===== config.mk =====
export PLATFORM = sky130hd
export DESIGN_NAME = mem_ctrl_flat
export DESIGN_NICKNAME = d
export VERILOG_FILES = /design/src/rtl/mem_ctrl_if.sv /design/src/rtl/mem_ctrl.sv /design/src/flat_wrapper.sv
export SDC_FILE = /design/constraint.sdc
export NUM_CORES = 1
export LEC_CHECK = 0
export BUFFER_PORTS_ARGS = -buffer_cell sky130_fd_sc_hd__buf_2
export CAP_MARGIN = 0
export CORE_MARGIN = 2
export CORE_UTILIZATION = 40
export DETAILED_ROUTE_END_ITERATION = 10
export PLACE_DENSITY = 0.74
export SLEW_MARGIN = 25
export SYNTH_ARGS = -nofsm -noshare
export SYNTH_HDL_FRONTEND = slang
export SYNTH_SLANG_ARGS = --single-unit

===== constraint.sdc =====
create_clock -name clk -period 3.19 [get_ports clk]
set_input_delay 0.638 -clock clk [delete_from_list [all_inputs] [get_ports clk]]
set_output_delay 0.638 -clock clk [all_outputs]
set_load 0.01 [all_outputs]

===== src/rtl/mem_ctrl_if.sv =====
// Client and RAM-side signal bundle for mem_ctrl: IF fetch port, MEM load/store port,
// and the byte-wide synchronous RAM port.
interface mem_ctrl_if #(
   parameter int unsigned ADDR_W = 32
);
   logic              if_re;
   logic [ADDR_W-1:0] if_addr;
   logic              if_busy;
   logic              if_done;
   logic [31:0]       if_data;

   logic              mem_re;
   logic              mem_we;
   logic [1:0]        mem_size;
   logic [ADDR_W-1:0] mem_addr;
   logic [31:0]       mem_wdata;
   logic              mem_busy;
   logic              mem_done;
   logic [31:0]       mem_rdata;

   logic [ADDR_W-1:0] ram_addr;
   logic              ram_rw;
   logic [7:0]        ram_din;
   logic [7:0]        ram_dout;

   modport slave (
      input  if_re, if_addr, mem_re, mem_we, mem_size, mem_addr, mem_wdata, ram_dout,
      output if_busy, if_done, if_data, mem_busy, mem_done, mem_rdata,
             ram_addr, ram_rw, ram_din
   );

   modport master (
      output if_re, if_addr, mem_re, mem_we, mem_size, mem_addr, mem_wdata, ram_dout,
      input  if_busy, if_done, if_data, mem_busy, mem_done, mem_rdata,
             ram_addr, ram_rw, ram_din
   );
endinterface


===== src/rtl/mem_ctrl.sv =====
// Single-port controller serialising IF word fetches and MEM byte/half/word loads and
// stores into little-endian byte beats on a byte-wide synchronous RAM.
module mem_ctrl #(
   parameter int unsigned ADDR_W  = 32,
   parameter bit          IF_PRIO = 1'b0
) (
   input  logic       clk,
   input  logic       rst,
   mem_ctrl_if.slave  bus
);

   typedef enum logic [1:0] {IDLE, ADDR, TAIL, DONE} state_t;

   state_t            state;
   logic              own_if;
   logic              wr;
   logic [ADDR_W-1:0] addr;
   logic [1:0]        last;
   logic [1:0]        k;
   logic [31:0]       wdata;
   logic [31:0]       rbuf;

   logic              mem_req;
   logic              pick_if;
   logic              acc_wr;
   logic [ADDR_W-1:0] acc_addr;
   logic [1:0]        k_nx;
   logic [1:0]        k_prev;
   logic [31:0]       tail_word;

   function automatic logic [1:0] last_beat(input logic [1:0] size);
      case (size)
         2'd0:    return 2'd0;
         2'd1:    return 2'd1;
         default: return 2'd3;
      endcase
   endfunction

   always_comb begin
      mem_req  = bus.mem_re | bus.mem_we;
      pick_if  = IF_PRIO ? bus.if_re : (bus.if_re & ~mem_req);
      acc_wr   = ~pick_if & bus.mem_we;
      acc_addr = pick_if ? bus.if_addr : bus.mem_addr;
      k_nx     = k + 2'd1;
      k_prev   = k - 2'd1;
      // The last byte arrives during TAIL; merge it with the lanes already captured.
      tail_word = rbuf;
      tail_word[{last, 3'b000} +: 8] = bus.ram_dout;
   end

   always_ff @(posedge clk or negedge rst) begin
      if (!rst) begin
         state        <= IDLE;
         own_if       <= 1'b0;
         wr           <= 1'b0;
         addr         <= '0;
         last         <= '0;
         k            <= '0;
         wdata        <= '0;
         rbuf         <= '0;
         bus.if_busy  <= 1'b0;
         bus.if_done  <= 1'b0;
         bus.if_data  <= '0;
         bus.mem_busy <= 1'b0;
         bus.mem_done <= 1'b0;
         bus.mem_rdata <= '0;
         bus.ram_addr <= '0;
         bus.ram_rw   <= 1'b0;
         bus.ram_din  <= '0;
      end else begin
         bus.if_done  <= 1'b0;
         bus.mem_done <= 1'b0;
         case (state)
            IDLE: begin
               bus.if_busy  <= 1'b0;
               bus.mem_busy <= 1'b0;
               if (pick_if || mem_req) begin
                  own_if       <= pick_if;
                  wr           <= acc_wr;
                  addr         <= acc_addr;
                  last         <= pick_if ? 2'd3 : last_beat(bus.mem_size);
                  wdata        <= pick_if ? '0 : bus.mem_wdata;
                  k            <= '0;
                  rbuf         <= '0;
                  bus.ram_addr <= acc_addr;
                  bus.ram_rw   <= acc_wr;
                  bus.ram_din  <= acc_wr ? bus.mem_wdata[7:0] : '0;
                  bus.if_busy  <= bus.if_re;
                  bus.mem_busy <= mem_req;
                  state        <= ADDR;
               end
            end
            ADDR: begin
               // Read data lags its address by one cycle, so beat k delivers lane k-1.
               if (!wr && k != 2'd0) rbuf[{k_prev, 3'b000} +: 8] <= bus.ram_dout;
               if (own_if) bus.mem_busy <= mem_req;
               else        bus.if_busy  <= bus.if_re;
               if (k == last) begin
                  bus.ram_addr <= '0;
                  bus.ram_rw   <= 1'b0;
                  bus.ram_din  <= '0;
                  if (wr) begin
                     bus.mem_done <= 1'b1;
                     bus.mem_busy <= 1'b0;
                     state        <= DONE;
                  end else begin
                     state <= TAIL;
                  end
               end else begin
                  k            <= k_nx;
                  bus.ram_addr <= addr + {{(ADDR_W-2){1'b0}}, k_nx};
                  bus.ram_rw   <= wr;
                  bus.ram_din  <= wr ? wdata[{k_nx, 3'b000} +: 8] : '0;
               end
            end
            TAIL: begin
               state <= DONE;
               if (own_if) begin
                  bus.mem_busy <= mem_req;
                  bus.if_data  <= tail_word;
                  bus.if_done  <= 1'b1;
                  bus.if_busy  <= 1'b0;
               end else begin
                  bus.if_busy   <= bus.if_re;
                  bus.mem_rdata <= tail_word;
                  bus.mem_done  <= 1'b1;
                  bus.mem_busy  <= 1'b0;
               end
            end
            DONE: begin
               bus.if_busy  <= 1'b0;
               bus.mem_busy <= 1'b0;
               state        <= IDLE;
            end
            default: state <= IDLE;
         endcase
      end
   end

endmodule


===== src/flat_wrapper.sv =====
// flat-port wrapper written by rule: the top's interface ports become plain ports
module mem_ctrl_flat 
#(
   parameter int unsigned ADDR_W  = 32,
   parameter bit          IF_PRIO = 1'b0
)
  (clk, rst, bus_if_re, bus_if_addr, bus_mem_re, bus_mem_we, bus_mem_size, bus_mem_addr, bus_mem_wdata, bus_ram_dout, bus_if_busy, bus_if_done, bus_if_data, bus_mem_busy, bus_mem_done, bus_mem_rdata, bus_ram_addr, bus_ram_rw, bus_ram_din);
  mem_ctrl_if #(.ADDR_W(ADDR_W)) bus_i ();
  input  logic clk;
  input  logic rst;
  input wire logic [$bits(bus_i.if_re)-1:0] bus_if_re;
  input wire logic [$bits(bus_i.if_addr)-1:0] bus_if_addr;
  input wire logic [$bits(bus_i.mem_re)-1:0] bus_mem_re;
  input wire logic [$bits(bus_i.mem_we)-1:0] bus_mem_we;
  input wire logic [$bits(bus_i.mem_size)-1:0] bus_mem_size;
  input wire logic [$bits(bus_i.mem_addr)-1:0] bus_mem_addr;
  input wire logic [$bits(bus_i.mem_wdata)-1:0] bus_mem_wdata;
  input wire logic [$bits(bus_i.ram_dout)-1:0] bus_ram_dout;
  output wire logic [$bits(bus_i.if_busy)-1:0] bus_if_busy;
  output wire logic [$bits(bus_i.if_done)-1:0] bus_if_done;
  output wire logic [$bits(bus_i.if_data)-1:0] bus_if_data;
  output wire logic [$bits(bus_i.mem_busy)-1:0] bus_mem_busy;
  output wire logic [$bits(bus_i.mem_done)-1:0] bus_mem_done;
  output wire logic [$bits(bus_i.mem_rdata)-1:0] bus_mem_rdata;
  output wire logic [$bits(bus_i.ram_addr)-1:0] bus_ram_addr;
  output wire logic [$bits(bus_i.ram_rw)-1:0] bus_ram_rw;
  output wire logic [$bits(bus_i.ram_din)-1:0] bus_ram_din;
  assign bus_i.if_re = bus_if_re;
  assign bus_i.if_addr = bus_if_addr;
  assign bus_i.mem_re = bus_mem_re;
  assign bus_i.mem_we = bus_mem_we;
  assign bus_i.mem_size = bus_mem_size;
  assign bus_i.mem_addr = bus_mem_addr;
  assign bus_i.mem_wdata = bus_mem_wdata;
  assign bus_i.ram_dout = bus_ram_dout;
  assign bus_if_busy = bus_i.if_busy;
  assign bus_if_done = bus_i.if_done;
  assign bus_if_data = bus_i.if_data;
  assign bus_mem_busy = bus_i.mem_busy;
  assign bus_mem_done = bus_i.mem_done;
  assign bus_mem_rdata = bus_i.mem_rdata;
  assign bus_ram_addr = bus_i.ram_addr;
  assign bus_ram_rw = bus_i.ram_rw;
  assign bus_ram_din = bus_i.ram_din;
  mem_ctrl #(.ADDR_W(ADDR_W), .IF_PRIO(IF_PRIO)) u_core (.clk(clk), .rst(rst), .bus(bus_i));
endmodule

Word level (Yosys, flattened, before mapping)
Cells that the tools add are included.
{ "op_classes": {"addsub": 5, "n_eq_ne": 10, "n_shift": 5, "n_mux": 43, "bitwise": 6, "n_reduce_logical": 14} }
{ "ops": {"columns": ["operator", "n"], "rows": [
  ["two-way mux 32 bit", 6],
  ["case mux 32 bit (2 select lines)", 2],
  ["bitwise mux 32 bit", 2],
  ["variable shift 8 x 7 -> 32 bit (first input constant)", 2],
  ["indexed part select 8 x 7 -> 32 bit", 2],
  ["adder 32 x 2 -> 32 bit", 1],
  ["two-way mux 8 bit", 4],
  ["indexed part select 32 x 6 -> 8 bit", 1],
  ["two-way mux 1 bit", 16],
  ["case mux 8 bit (2 select lines)", 1],
  ["negation 5 -> 7 bit", 2],
  ["two-way mux 2 bit", 5],
  ["AND reduction 2 bit", 5],
  ["case mux 1 bit (4 select lines)", 2],
  ["case mux 2 bit (2 select lines)", 2],
  ["case mux 2 bit (4 select lines)", 1],
  ["!= test 2 x 1 -> 1 bit (second input constant)", 3],
  ["AND reduction 3 bit", 2],
  ["== test 2 x 1 -> 1 bit (second input constant)", 2],
  ["== test 2 bit (second input constant)", 2],
  ["logical NOT 2 bit", 2],
  ["!= test 2 bit (second input constant)", 2],
  ["case mux 1 bit (2 select lines)", 2],
  ["nonzero test 2 bit", 2],
  ["other kinds (9)", 12]
]} }
{ "totals": {"ff_bits": 213, "input_bits": 111, "wordCells": 100} }

Longest topological paths before layout
Gate-level depths: netlist (run 1).
{ "depth": {"depth_word": 8, "ltp_mapped": 12, "depth_no_buf": 9} }

Least setup slack after synthesis (run 1)
OpenSTA, ideal clock, no wires.
{ "synth_timing": {"kind": "register to register", "start": "register u_core.k[0]", "end": "register u_core.bus.ram_addr[12] (netlist name)", "setup_time_ps": 126, "arrival_time_ps": 3266, "required_time_ps": 3064, "slack_ps": -202, "stages_incl_launch_ff": 13, "period_less_slack_ps": 3392, "path_cell_list": "dfrtp_1 > buf_2 > buf_2 > inv_1 > ha_1 > buf_1 > inv_1 > fa_1 > nand4b_1 > nor3_2 > nand2_1 > xnor2_1 > a221o_1"} }
{ "synth_between": {"elab_chain_len": 4, "elab_cells_between_ends": 5, "cone_classes": "2 x add/sub; 1 x eq/ne; 2 x mux"} }
{ "synth_rtl": {"columns": ["element", "line", "source"], "rows": [
  ["start: declaration", "mem_ctrl.sv:19", "logic [1:0] k;"],
  ["start signal: assignment", "mem_ctrl.sv:110", "k <= k_nx;"],
  ["adder 2 x 1 -> 2 bit", "mem_ctrl.sv:44", "k_nx = k + 2'd1;"],
  ["adder 32 x 2 -> 32 bit", "mem_ctrl.sv:111", "bus.ram_addr <= addr + {{(ADDR_W-2){1'b0}}, k_nx};"],
  ["two-way mux 32 bit (*)", "mem_ctrl.sv:98", "if (k == last) begin"],
  ["case mux 32 bit (2 select lines) (*)", "mem_ctrl.sv:73", "case (state)"],
  ["end signal: assignment", "mem_ctrl.sv:85", "bus.ram_addr <= acc_addr;"],
  ["end signal: assignment", "mem_ctrl.sv:111", null],
  ["end: declaration", "mem_ctrl_if.sv:29", "ram_addr, ram_rw, ram_din"]
]} }
Mark *: on every way between the ends. The rest lies on a longest branch, timed or not.
A chain may end at the register's enable or synchronous reset.

Worst setup path in the final report (run 1)
{ "layout_timing": {"start": "register u_core.k[1]", "end": "register u_core.bus.ram_addr[12] (netlist name)"} }
Same word-level chain as after synthesis.

==> results of run 1 <==
registers in the layout, summed over array words and instances (netlist names), 2 cells and up:
signal and flops:
u_core.state 2, u_core.bus.mem_rdata 32, u_core.bus.ram_addr 32, u_core.bus.ram_din 8, u_core.k 2, u_core.bus.if_data 32, u_core.last 2, u_core.addr 32
u_core.wdata 32, u_core.rbuf 32
worst min path at each step:
| stage | endpoint | slack, ns | depth (start not counted) |
|---|---|---|---|
| 6_report | u_core.wdata[28]$_DFFE_PN0P_ | 0.13 | 1 |
| 5_1_grt | u_core.wdata[28]$_DFFE_PN0P_ | 0.19 | 1 |
| 4_1_cts | u_core.bus.ram_addr[2]$_DFFE_PN0P_ | 0.16 | 1 |
| 3_5_place_dp | u_core.rbuf[23]$_DFFE_PN0P_ | 0.46 | 2 |
| 3_3_place_gp | u_core.bus.ram_rw$_DFFE_PN0P_ | 0.45 | 2 |
| 2_1_floorplan | u_core.addr[0]$_DFFE_PN0P_ | 0.34 | 0 |
worst register-to-register path, stage by stage, from the launching register on:
cell and delay (ns):
dfrtp_1 0.45, inv_1 0.11, ha_1 0.30, inv_1 0.05
fa_1 0.44, nand4b_1 0.34, nor3_2 0.41, nand2_1 0.13
xnor2_1 0.14, a221o_1 0.32
power by group through the flow:
stage               Clock, uW  Sequential [uW]  Combinational, uW
finish                   2870             4540               5080
global route             3020             4670               5690
CTS                      2900             4540               5140
detailed placement          0             4570               5110
global placement            0             4530               4960
floorplan                   0             4670               3330
layout by cell type, fill, tap and decap left out, types with 4 or more instances in the layout:
master,Yosys,final
and2_1,13,12
a22o_1,36,36
clkbuf_16,0,25
dfrtp_1,213,213
nand3_1,12,12
nand4b_1,4,4
a221oi_1,8,8
and3_1,6,6
nor2_1,68,66
buf_2,16,218
o21a_1,11,11
o221ai_1,14,14
a21oi_1,74,74
o21ai_1,22,22
inv_1,13,13
nand2_1,146,146
nor3_1,6,6
o21ai_0,108,108
mux2i_1,30,30
a221o_1,4,4
clkinv_2,0,4
nor2b_1,35,35
buf_4,6,16
buf_12,0,5
mux4_2,8,8
nand4_1,7,7
clkbuf_1,28,6
ha_1,15,14
xor2_1,16,16
xnor2_1,15,15
metrics by stage:
stage	instances	util
final	1527	0.500
after global routing	1527	0.500
after CTS	1527	0.500
after detailed placement	1484	0.467
after global placement	1484	0.467
after floorplan	982	-
logic make-up after synthesis:
group / count (synthesis) / share of synthesized area
AO/OA/AOI/OAI: 288 / 0.174
multiplexers: 40 / 0.0502
XOR/XNOR: 31 / 0.0271
AND/OR/NAND/NOR: 319 / 0.155
flip-flops: 213 / 0.532
buffers and inverters: 75 / 0.0406
adder cells (fa/ha/maj): 16 / 0.0207
cell type report:
| cell class | instances | share of cell area |
|---|---|---|
| sequential | 213 | 0.435 |
| clock inverter | 9 | 0.0104 |
| clock buffer | 34 | 0.0563 |
| inverter | 13 | 0.00399 |
| multi-input combinational | 694 | 0.352 |
| timing repair buffer | 240 | 0.108 |
| tap | 324 | 0.0331 |
per-layer routing:
metal,vias up,track usage
li1,3860,-
met1,3901,0.274
met2,268,0.333
met3,32,0.0350
met4,0,0.0370
met5,-,0
==> metrics.md, run 1 <==
| Metric | Value |
|---|---|
| Status | complete, no violations |
| Slowest stage delay, CP | 0.45 ns |
| Total Wirelength | 26200 um |
| Most common cell in the synthesized netlist | dfrtp_1 |
| Area occupied by multi-input gates | 4310 um2 |
| Clock Power Share | 0.230 |
| DR DRC count | 0 |
| Total track usage | 0.199 |
| Crit. End Element | flop |
| Worst setup path class | flop to flop |
| Worst-path clk slew | 0.06 ns |
| Post-synth ARST share | 1.00 |
| Initial antenna violation count | 0 |
| FF-to-FF setup slack | 0.38 ns |
| WL met1 | 11400 um |
| Post-synth top flop | dfrtp_1 |
| Max layer used | met4 |
| WL/cell | 17.2 um |
| Htree depth | 1 |
| Clock Path Buffers | 3 |
| Largest net degree at the start of global routing | 89 |
| Post-route cell area | 12200 um2 |
| Fin crit share | 0.880 |
| Worst hold margin | 0.127 ns |
| Port-buffer cells | 219 |
| Nets@finish | 1313 |
| Tot Pwr | 12500 uW |
| Type of origin of the critical path | flop |
| Worst-path cell chain | inv_1, ha_1, inv_1, fa_1, nand4b_1, nor3_2, nand2_1, xnor2_1, a221o_1 |
| Post-synthesis cell count | 982 |
| Pint | 7580 uW |
| CTS tree | built |
| Final hold vios | 0 |
| Register area share after synthesis | 0.532 |
| Met2 WL | 12700 um |
| Minimum clock period | 2.81 ns |
| Tightest Hold Check Type | primary input to async pin |
| GPL Wtd Cong | 0.833 |
| Setup Buffers After CTS | 0 |
| Maximum VDD drop | 0.522 mV |
| Post-Syn Area | 10000 um2 |
| Highest net fanout along the worst path | 6 |
| Fmax | 356 MHz |
| Layout cells sized above 1 | 0.255 |
| Sw Share | 0.393 |
| Synth Warn # | 0 |
| Critical-path top delay cell | dfrtp_1 |
| Clk Latency, worst-skew pair | 0.52 ns |
| Post-synth top area share | 0.532 |
| Post-CTS Hold Buffers | 0 |
| R2R depth | 9 |
| Core area | 24500 um2 |
| CP delay by family, top | simple AND/OR/NAND/NOR gates |
| Setup_tns | 0 ns |
| Final ANT Viol Nets | 0 |
| Combinational fraction of design power | 0.407 |
| Placed inst area | 11400 um2 |
| WP buf/inv | 2 |
| Syn_nets | 1109 |
| Total CTS buffers | 24 |
| RSZ-0062 raised after global routing | false |
| Num ports | 220 |
| Routed length on met3 | 1720 um |
| Cts repair resizes | 0 |
| Launching point of the worst reg2reg path | u_core.k[1]$_DFFE_PN0P_ |
| Total die area | 26300 um2 |
| Diode count | 0 |
| GRT overflow | 0 |
| DRT Pass-1 Iters | 5 |
| Vias in the first global route | 7760 |
| CTS Root Cell | clkbuf_16 |
| Initial Util | 0.410 |
| Die height | 162 um |
| Net Switching | 4910 uW |
| Synth Register Bits | 213 |
| # fillers | 2218 |
| Synth-to-layout area growth | 22.1% |
| PwrDens | 1020 nW/um2 |
| Die W | 162 um |
| First-pass GRT wire length | 42000 um |
| Hpwl dp | 18500 um |
| Worst path most repeated cell | inv_1 |
| Static Leak | 0.00560 uW |
| Final WS setup | 0.383 ns |
| Synth cell types | 54 |
| Number of flops mapped to enable cells by yosys | 0 |
| Synth cell count leaders | dfrtp_1, nand2_1, o21ai_0, a21oi_1, nor2_1 |
| Post-synth top area cell | dfrtp_1 |
| Worst EP arrival | 3.21 ns |
| Vias | 8061 |
| End point of the critical path | u_core.bus.ram_addr[12]$_DFFE_PN0P_ |
| CP Depth | 9 |
| Pin slew with the least headroom to its limit | 0.859 ns |
| DR iter-0 viols | 496 |
| Sequential share of power | 0.364 |
| # Max-Cap Violations | 0 |
| Vias per inst | 5.28 |
| Worst Setup SP | u_core.k[1]$_DFFE_PN0P_ |
| CP required | 3.60 ns |
| Slew margin rel. | 0.426 |
| Num Clock Sinks | 213 |
| Row count | 57 |
| Clock Skew | 0.0198 ns |
| Crit Reg-Reg Endpoint | u_core.bus.ram_addr[12]$_DFFE_PN0P_ |
| Top cells by area, synth | dfrtp_1, nand2_1, o21ai_0, a21oi_1, a22o_1 |
| FF/Latch Area | 5330 um2 |
| Place WS | 0.405 ns |
| Max Slew Vio Count | 0 |
| Final Setup Violations | 0 |
| Mapped Avg Cell Area | 10.2 um2 |
Note: power is estimated with default switching activity, not from simulation.
==> run 2, diff against run 1 <==
--- a/config.mk
+++ b/config.mk
@@ -5,6 +5,7 @@
 export SDC_FILE = /design/constraint.sdc
 export NUM_CORES = 1
 export LEC_CHECK = 0
+export ABC_AREA = 1
 export BUFFER_PORTS_ARGS = -buffer_cell sky130_fd_sc_hd__buf_2
 export CAP_MARGIN = 0
 export CORE_MARGIN = 2
==> run 2 against run 1 <==
Against the previous run: synthesized cell count rose by 44%; synthesized area rose by 8.2%; wire length rose by 18%; non-clock buffer count fell by 7; global-route usage rose by 1.8 points; critical endpoint is now u_core.rbuf[11]$_DFFE_PN0P_; largest cell class unchanged.
==> metrics.md, run 2 <==
| Metric | Value |
|---|---|
| Synth cell types | 38 |
| # Max-Cap Violations | 0 |
| DR DRC count | 0 |
| Final Setup Violations | 0 |
| Cells after DPL | 1920 |
| GRT overflow | 0 |
| Setup_tns | 0 ns |
| Vias | 9979 |
| Worst EP arrival | 2.99 ns |
| Most common cell in the synthesized netlist | nand2_1 |
| Mapped Avg Cell Area | 7.69 um2 |
| Final ANT Viol Nets | 0 |
| Total Wirelength | 31000 um |
| Type of origin of the critical path | flop |
| Nets@finish | 1732 |
| Cts repair resizes | 0 |
| Syn_nets | 1537 |
| Vias in the first global route | 9561 |
| Synth cell count leaders | nand2_1, dfrtp_1, inv_1, o21ai_0, nor2_1 |
| Final WS setup | 0.648 ns |
| Total track usage | 0.216 |
| Fmax | 393 MHz |
| # fillers | 2638 |
| Total die area | 28400 um2 |
| Status | complete, no violations |
| Max Slew Vio Count | 0 |
| Slew margin rel. | 0.526 |
| Slowest stage delay, CP | 0.55 ns |
| Post-synthesis cell count | 1410 |
| Maximum VDD drop | 0.481 mV |
| Layout cells sized above 1 | 0.190 |
| Synth Warn # | 0 |
| Synth Register Bits | 213 |
| Initial antenna violation count | 2 |
| Placed inst area | 12200 um2 |
| Highest-count cells in the layout ignoring fill and taps | nand2_1, buf_2, dfrtp_1 |
| Worst setup path class | flop to flop |
| Post-synth top flop | dfrtp_1 |
| Row count | 60 |
| Register area share after synthesis | 0.492 |
| Post-route cell area | 13000 um2 |
| Vias per inst | 5.08 |
| Worst path most repeated cell | nand2_4 |
| Clk Latency, worst-skew pair | 0.52 ns |
| CTS tree | built |
| Core area | 26800 um2 |
| Post-Syn Area | 10800 um2 |
| Place WS | 0.662 ns |
| Minimum clock period | 2.54 ns |
| Die W | 169 um |
| Top cells by area, synth | dfrtp_1, nand2_1, o21ai_0, inv_1, nand3_1 |
| Critical-path top delay cell | inv_4 |
| Die height | 169 um |
| Synth-to-layout area growth | 19.9% |
| WL/cell | 15.8 um |
| Highest net fanout along the worst path | 68 |
| Hpwl dp | 22500 um |
| Clock Path Buffers | 3 |
| Post-synth top area share | 0.492 |
| Initial Util | 0.405 |
| Post-synth ARST share | 1.00 |
| GPL Wtd Cong | 0.886 |
| Setup Buffers After CTS | 0 |
| DR iter-0 viols | 894 |
| Crit. End Element | flop |
| Post-CTS Hold Buffers | 0 |
| Commonest non-fill, non-tap cell in the layout | nand2_1 |
| Post-synth top area cell | dfrtp_1 |
| Final std cells w/o fill | 1964 |
| Worst-path cell chain | inv_1, ha_1, inv_2, nand2_2, nand2_4, inv_4, nand2_4, nor2_4, nand3_1, o21ai_1 |
| DRT Pass-1 Iters | 5 |
| Tightest Hold Check Type | primary input to async pin |
| Port-buffer cells | 219 |
| Largest net degree at the start of global routing | 77 |
| Pin slew with the least headroom to its limit | 0.711 ns |
| Fin crit share | 0.797 |
| Num ports | 220 |
| Final hold vios | 0 |
| First-pass GRT wire length | 49500 um |
| RSZ-0062 raised after global routing | false |
| Total CTS buffers | 24 |
| Num Clock Sinks | 213 |
| Clock Skew | 0.0180 ns |
| Worst-path clk slew | 0.06 ns |
| CTS Root Cell | clkbuf_16 |
| Htree depth | 1 |
| Static Leak | 0.00657 uW |
| Diode count | 0 |
| Number of flops mapped to enable cells by yosys | 0 |
| CP required | 3.63 ns |
| PwrDens | 967 nW/um2 |
==> run 2: cell types whose count changed after synthesis, sizes merged, moves of 13 or more <==
cell,before,now
a21oi,74,45
nand2,147,449
mux2i,30,0
xor2,16,2
a22o,36,0
o22ai,0,34
nor2,68,102
nor2b,35,0
xnor2,15,2
o21ai,130,163
a31oi,1,14
inv,13,181
nand3,14,84
==> run 2: final cells by class <==
class	instances	area, um2	area share
flip-flops and latches	213	5330	0.410
multi-input cells	950	4500	0.346
repair buffers	233	1220	0.0940
clock buffers	34	708	0.0545
inverters	183	689	0.0530
well taps	341	427	0.0328
clock inverters	10	126	0.00972
==> run 2: metrics by stage <==
step | util | hold slack [ns] | total power, uW
global route | 0.485 | 0.0944 | 13500
global placement | 0.454 | 0.452 | 9590
detailed placement | 0.454 | 0.451 | 9740
finish | 0.485 | 0.0804 | 12600
floorplan | - | 0.342 | 7990
CTS | 0.485 | 0.0777 | 12700
==> run 2: critical path: cells and delay by family (launching register included) <==
family                     cells  cell delay (ns)
DFF                            1             0.42
AOI/OAI and AO/OA              1             0.11
buffers and inverters          3             0.75
adders and majority gates      1             0.27
and+or+nand+nor                5             0.91
==> run 2: final timing paths <==
kind / from / end / slack (ns) / depth (start not counted)
max: u_core.state[0]$_DFFE_PN0P_ / u_core.rbuf[11]$_DFFE_PN0P_ / 0.65 / 10
min: rst / u_core.bus.mem_rdata[17]$_DFFE_PN0P_ / 0.08 / 1
max reg2reg: u_core.state[0]$_DFFE_PN0P_ / u_core.rbuf[11]$_DFFE_PN0P_ / 0.65 / 10
min reg2reg: u_core.rbuf[24]$_DFFE_PN0P_ / u_core.rbuf[24]$_DFFE_PN0P_ / 0.46 / 2
max in group asynchronous: rst / u_core.last[0]$_DFFE_PN0P_ / 2.18 / 2
min in group clk: bus_mem_wdata[22] / u_core.wdata[22]$_DFFE_PN0P_ / 0.35 / 3
==> run 2: cells by family after synthesis <==
family / share of synthesized area
xor+xnor: 0.00323
compound gates: 0.132
simple gates: 0.259
fa+ha+maj: 0.0192
flops: 0.492
buf+inv: 0.0951
==> run 2: power by group <==
part	internal [uW]	switching, uW	leakage [uW]
Combinational	1690	3570	0.00344
Clock	1720	1160	0.000407
Sequential	3720	711	0.00272
Total	7130	5440	0.00657
==> run 2: per-layer routing <==
metal / track usage / up-vias / share of wire
met5: 0 / - / 0.00087
met4: 0.0648 / 4 / 0.028
met3: 0.0381 / 63 / 0.061
met2: 0.364 / 358 / 0.48
met1: 0.286 / 4647 / 0.43
li1: - / 4907 / -
